<file path="config.mk">
export PLATFORM = sky130hd
export DESIGN_NAME = fp_add_scheduler
export DESIGN_NICKNAME = d
export VERILOG_FILES = /design/src/rtl/fp_add_scheduler.sv
export SDC_FILE = /design/constraint.sdc
export NUM_CORES = 1
export LEC_CHECK = 0
export BUFFER_PORTS_ARGS = -buffer_cell sky130_fd_sc_hd__buf_2
export CORE_MARGIN = 4
export CORE_UTILIZATION = 41
export CTS_CLUSTER_DIAMETER = 100
export CTS_CLUSTER_SIZE = 10
export DETAILED_ROUTE_END_ITERATION = 12
export PLACE_DENSITY = 0.76
export SKIP_CTS_REPAIR_TIMING = 1
export SLEW_MARGIN = 10
export SYNTH_ARGS = -nofsm -noshare
export SYNTH_HDL_FRONTEND = slang
export SYNTH_SLANG_ARGS = --single-unit
</file>
<file path="constraint.sdc">
create_clock -name clock -period 2.8 [get_ports clock]
set_input_delay 0.14 -clock clock [delete_from_list [all_inputs] [get_ports clock]]
set_output_delay 0.14 -clock clock [all_outputs]
set_load 0.01 [all_outputs]
</file>
<file path="src/rtl/fp_add_scheduler.sv">
// fp_add_scheduler
//   Shares one external FP adder between two requesters. Round-robin grant,
//   one-cycle launch pulse to the adder, bounded wait for the result, then a
//   held response until the consumer takes it. No arithmetic is done here:
//   the response is the adder result bit-exact, or a quiet-NaN on timeout.
//
// Ports
//   clock, reset              sole clock; async active-high reset
//   reqN_valid/ready/a/b      requester N operand pair handshake (N = 0,1)
//   dp_start, dp_a, dp_b      launch pulse and operands to the shared adder
//   dp_done, dp_sum           adder result strobe and value
//   rsp_valid/ready           response handshake
//   rsp_sum, rsp_id, rsp_err  result, owning requester, timeout flag
//   busy                      high whenever an operation is in flight
module fp_add_scheduler #(
    parameter int TIMEOUT = 16
) (
    input  logic        clock,
    input  logic        reset,
    input  logic        req0_valid,
    output logic        req0_ready,
    input  logic [31:0] req0_a,
    input  logic [31:0] req0_b,
    input  logic        req1_valid,
    output logic        req1_ready,
    input  logic [31:0] req1_a,
    input  logic [31:0] req1_b,
    output logic        dp_start,
    output logic [31:0] dp_a,
    output logic [31:0] dp_b,
    input  logic        dp_done,
    input  logic [31:0] dp_sum,
    output logic        rsp_valid,
    input  logic        rsp_ready,
    output logic [31:0] rsp_sum,
    output logic        rsp_id,
    output logic        rsp_err,
    output logic        busy
);

    if (TIMEOUT < 2 || TIMEOUT > 255) begin : g_bad_timeout
        $error("fp_add_scheduler: TIMEOUT must be 2..255");
    end

    localparam logic [7:0]  TLIM    = 8'(TIMEOUT - 1);
    localparam logic [31:0] QNAN    = 32'h7FC0_0000;

    typedef enum logic [1:0] {IDLE, ISSUE, WAIT, RESP} state_t;

    typedef struct packed {
        logic [31:0] a;
        logic [31:0] b;
        logic        id;
    } op_t;

    state_t          state, state_nxt;
    op_t             op;
    logic [7:0]      timer;
    logic            last_gnt;      // id of the most recent grant
    logic [1:0]      vld;
    logic [1:0][31:0] in_a, in_b;
    logic [1:0]      arb;           // round-robin winner, independent of state
    logic [1:0]      gnt;           // arb qualified by IDLE
    logic            gid;

    assign vld  = {req1_valid, req0_valid};
    assign in_a = {req1_a, req0_a};
    assign in_b = {req1_b, req0_b};

    // Tie goes to whoever did not win last time.
    assign arb[0] = vld[0] & (~vld[1] | last_gnt);
    assign arb[1] = vld[1] & (~vld[0] | ~last_gnt);
    assign gid    = gnt[1];

    // ------------------------------------------------------------------
    // State register
    // ------------------------------------------------------------------
    always_ff @(posedge clock or posedge reset) begin
        if (reset) state <= IDLE;
        else       state <= state_nxt;
    end

    // ------------------------------------------------------------------
    // Next state and control outputs
    // ------------------------------------------------------------------
    always_comb begin
        state_nxt = state;
        gnt       = 2'b00;
        dp_start  = 1'b0;
        case (state)
            IDLE: begin
                // Ready is combinational; keep it low while reset is held so
                // a requester never sees a handshake that cannot complete.
                if (!reset && |vld) begin
                    gnt       = arb;
                    state_nxt = ISSUE;
                end
            end
            ISSUE: begin
                dp_start  = 1'b1;
                state_nxt = WAIT;
            end
            WAIT: begin
                // dp_done wins over a simultaneous timeout.
                if (dp_done || timer == TLIM) state_nxt = RESP;
            end
            RESP: begin
                if (rsp_ready) state_nxt = IDLE;
            end
            default: state_nxt = IDLE;
        endcase
    end

    assign req0_ready = gnt[0];
    assign req1_ready = gnt[1];
    assign rsp_valid  = (state == RESP);
    assign busy       = (state != IDLE);
    assign dp_a       = (state == IDLE) ? 32'h0 : op.a;
    assign dp_b       = (state == IDLE) ? 32'h0 : op.b;
    assign rsp_id     = op.id;

    // ------------------------------------------------------------------
    // Operand latch, arbitration pointer, timer, response capture
    // ------------------------------------------------------------------
    always_ff @(posedge clock or posedge reset) begin
        if (reset) begin
            op       <= '0;
            last_gnt <= 1'b1;
            timer    <= 8'd0;
            rsp_sum  <= 32'h0;
            rsp_err  <= 1'b0;
        end else begin
            case (state)
                IDLE: begin
                    if (|gnt) begin
                        op       <= '{a: in_a[gid], b: in_b[gid], id: gid};
                        last_gnt <= gid;
                    end
                end
                ISSUE: timer <= 8'd0;
                WAIT: begin
                    if (dp_done) begin
                        rsp_sum <= dp_sum;
                        rsp_err <= 1'b0;
                    end else if (timer == TLIM) begin
                        rsp_sum <= QNAN;
                        rsp_err <= 1'b1;
                    end else begin
                        timer <= timer + 8'd1;
                    end
                end
                default: ;
            endcase
        end
    end

endmodule

</file>
==> impl_results.md <==
* Data required, critical path at 3080 ps
* Maximum fanout along the worst path at 23
* R2R setup slack at 630 ps
* Number of enable-type register cells in the synthesized netlist at 0
* Maximum number of buffers from clock root to sink at 2
* Clock-pin slew on the worst setup and hold paths at approximately 70 ps
* Overflow left after global routing at 0
* Inserted Clock Buffers at 9
* Summed area of non-filler cells in the final layout at 7120 µm²
* Length in cells of the worst reg-to-reg path at 4
* Kind of capture point of the worst setup path: flip-flop
* Clock Sink Count at 109
* Worst VDD drop at 438 µV
* Number of antenna violations at the first check in global routing at 0
* Placed Cells incl. Taps at 912
* P per Cell Area at 995 nW/µm²
* Number of distinct standard cells referenced by the synthesized netlist at 43
* Post-DR vias/cell at 4.75
* Detailed-placement wirelength estimate at 10.0 mm
* Post-route setup TNS at 0 ps
* Mapped Area at ~5300 µm²
* Wire length of the first global-routing pass at around 21 mm
* Most area-hungry cell type in the Yosys netlist: sky130_fd_sc_hd__dfrtp_1
* Leading register cell type out of synthesis: sky130_fd_sc_hd__dfrtp_1
* Number of global-route vias before repair at around 4200
* Final-report max-slew violation count at 0
* RePlAce Congestion at 0.784
* Setup violation total in the final timing report at 0
* Die footprint at about 15000 µm²
* Max frequency at 461 MHz
* Max-cap check violation count at 0
* Number of nets produced by synthesis at 674
* Router iterations before antenna repair at 4
* Hold crit path type: in2reg
* Launch point of the worst reg-to-reg path: state[0]$_DFFE_PP0P_
* Clock tree from TritonCTS: yes
* Starting Density at 41.7%
* Worst clock skew on the final layout at 6.25 ps
* Status: finished clean
* Final standard cell count with taps included and fillers excluded at 933
* Share of cells above drive strength 1 at 39.7%
* Critical setup path kind: reg2reg
* Most common cell in the synthesized netlist: sky130_fd_sc_hd__dfrtp_1
* Hold Crit Depth at 2
* GR Util All Layers at 17.7%
* Maximum number of pins on one net before global-route repair at 129
* Portion of the post-synthesis area used by sequential elements at about half
* Die extent in x at 121 µm
* Share of the clock period used by the worst path at 77.6%
* Slew of the pin with the lowest slew margin at 1190 ps
* Syn. warnings at 0
* DRC marker count from the first detailed-route iteration at 191
* Hold Path End: rsp_sum[21]$_DFFE_PP0P_
* Row Count at 41
* Clock network latency to the later pin of the worst-skew pair at 350 ps
* Post-layout net count at approximately 930
* Reg area at 2730 µm²
* Ranking of synthesized cells by instance count: sky130_fd_sc_hd__dfrtp_1 (108), sky130_fd_sc_hd__nand2_1 (67), sky130_fd_sc_hd__nor2b_1 (66)
* H-tree depth at 3
* CTS Root Buffer Type: sky130_fd_sc_hd__clkbuf_16
* Min Clock Period, post-route at 2170 ps
* Average detailed-routed wire length per instance at 14.2 µm
* Mean Syn Cell Area at between 10 and 15 µm²
* Remaining max-slew budget at the tightest pin at between 20% and 30%
* Fraction of registers with async set/reset at 100%
* Beginning of the worst hold path: dp_sum[21]
* Fraction of post-synthesis cell area in the top cell type by area at between 50% and 60%
* Number of filler cells placed in the layout at 1191
* Drc violations at 0
* Top-level port count at 269
* Leakage at around 3.8 nW
* FF+latch count, synth at 109
* Area used by multi-input combinational logic at 2330 µm²
* Synthesized netlist cell count at 502
* Area of the placeable core at about 13000 µm²
* DRT Wirelength at 13.3 mm
* RSZ-0062 raised after global routing: false
* Vias after detailed routing at about 4400
* Launching element type of the critical path: flip-flop
* Diode count at 0
* Layout overhead on the synthesized area at 35.1%
* Capture point of the worst reg-to-reg path: rsp_sum[5]$_DFFE_PP0P_
* Die height at 121 µm
* Critical path arrival at 2450 ps
* Post-DP Area at 6730 µm²
* Main area contributors after synthesis: sky130_fd_sc_hd__dfrtp_1 (51%), sky130_fd_sc_hd__mux2i_1 (12%), sky130_fd_sc_hd__nor2b_1 (7.8%), sky130_fd_sc_hd__nand2_1 (4.8%), sky130_fd_sc_hd__o21ai_1 (4.4%)
* Post-route ant nets at 0
* Number of hold violations in the final report at 0
* Count of input and output buffers at 268
* Launch point of the worst path: state[0]$_DFFE_PP0P_
## kinds of logic (layout without fill, tap and decap cells)
kind of cell / count (synthesis) / after routing / share of synthesized area [%]
buffers and inverters: 46 / 305 / 4.21
adders and majority gates: 6 / 6 / 1.43
and+or+nand+nor: 156 / 156 / 15.3
DFF: 109 / 109 / 51.8
muxes: 64 / 64 / 12.2
AOI/OAI and AO/OA: 121 / 121 / 15.1
## cell type report
type                       count  share of cell area (%)
multi-input combinational    347                    32.8
clock inverter                 3                   0.615
clock buffer                  12                    3.75
tap                          172                    3.02
sequential                   109                    38.4
timing repair buffer         280                    20.9
inverter                      10                   0.580
## state kept, by name, indices dropped and copies added (netlist names)
signal / flops
last_gnt: 1
op: 64
rsp_err: 1
rsp_id: 1
rsp_sum: 32
state: 2
timer: 8
## critical path: stages (launching register included)
cell                      delay (ps)
sky130_fd_sc_hd__dfrtp_1         430
sky130_fd_sc_hd__inv_1           130
sky130_fd_sc_hd__ha_1            300
sky130_fd_sc_hd__and2_0          960
sky130_fd_sc_hd__a22o_1          290
## how the worst max path moves through the flow
| stage | end |
|---|---|
| 2_1_floorplan | op[10]$_DFFE_PP0P_ |
| 3_3_place_gp | rsp_sum[6]$_DFFE_PP0P_ |
| 3_5_place_dp | op[44]$_DFFE_PP0P_ |
| 4_1_cts | op[23]$_DFFE_PP0P_ |
| 5_1_grt | rsp_sum[15]$_DFFE_PP0P_ |
| 6_report | rsp_sum[5]$_DFFE_PP0P_ |
## power by group
group	internal (mW)	total (mW)	switching, mW
Clock	0.762	1.31	0.544
Combinational	1.41	3.15	1.74
Sequential	2.27	2.62	0.346
Total	4.44	7.08	2.63
## cells in the final DEF, fill, tap and decap left out, types with 2 or more instances in the layout
cell	netlist	layout
sky130_fd_sc_hd__buf_2	12	268
sky130_fd_sc_hd__dfrtp_1	108	108
sky130_fd_sc_hd__nand2_1	67	67
sky130_fd_sc_hd__nor2b_1	66	66
sky130_fd_sc_hd__mux2i_1	64	64
sky130_fd_sc_hd__o21ai_1	46	46
sky130_fd_sc_hd__a22o_1	23	23
sky130_fd_sc_hd__o21ai_0	21	21
sky130_fd_sc_hd__o22a_1	10	10
sky130_fd_sc_hd__inv_1	10	9
sky130_fd_sc_hd__clkbuf_16	0	9
sky130_fd_sc_hd__nand3_1	7	7
sky130_fd_sc_hd__ha_1	6	5
sky130_fd_sc_hd__dlygate4sd3_1	0	5
sky130_fd_sc_hd__buf_4	1	4
sky130_fd_sc_hd__nor2_1	3	3
sky130_fd_sc_hd__o211ai_1	3	3
sky130_fd_sc_hd__o31ai_1	3	3
sky130_fd_sc_hd__clkbuf_8	0	3
sky130_fd_sc_hd__o21a_1	2	2
sky130_fd_sc_hd__a21oi_1	2	2
sky130_fd_sc_hd__a21oi_2	2	2
sky130_fd_sc_hd__a21o_1	2	2
sky130_fd_sc_hd__or3_1	2	2
sky130_fd_sc_hd__buf_12	0	2
## stage by stage
step	hold WS [ps]	utilization [%]	power [mW]	setup slack [ps]
floorplan	280	-	4.61	1080
global placement	172	53.3	5.73	719
detailed placement	174	53.3	5.82	626
CTS	-212	55.8	7.15	604
global route	2.34	56.4	7.65	438
finish	10.9	56.4	7.08	628
## layer usage
metal  global-route usage [%]  routed length [µm]  vias up
met2                     29.0                6550      156
met5                        0                   0        -
li1                         -                   -     2239
met3                     6.11                 917       35
met1                     21.4                5430     1998
met4                     7.14                 389        0
No activity file was read; power rests on OpenSTA's default activity.
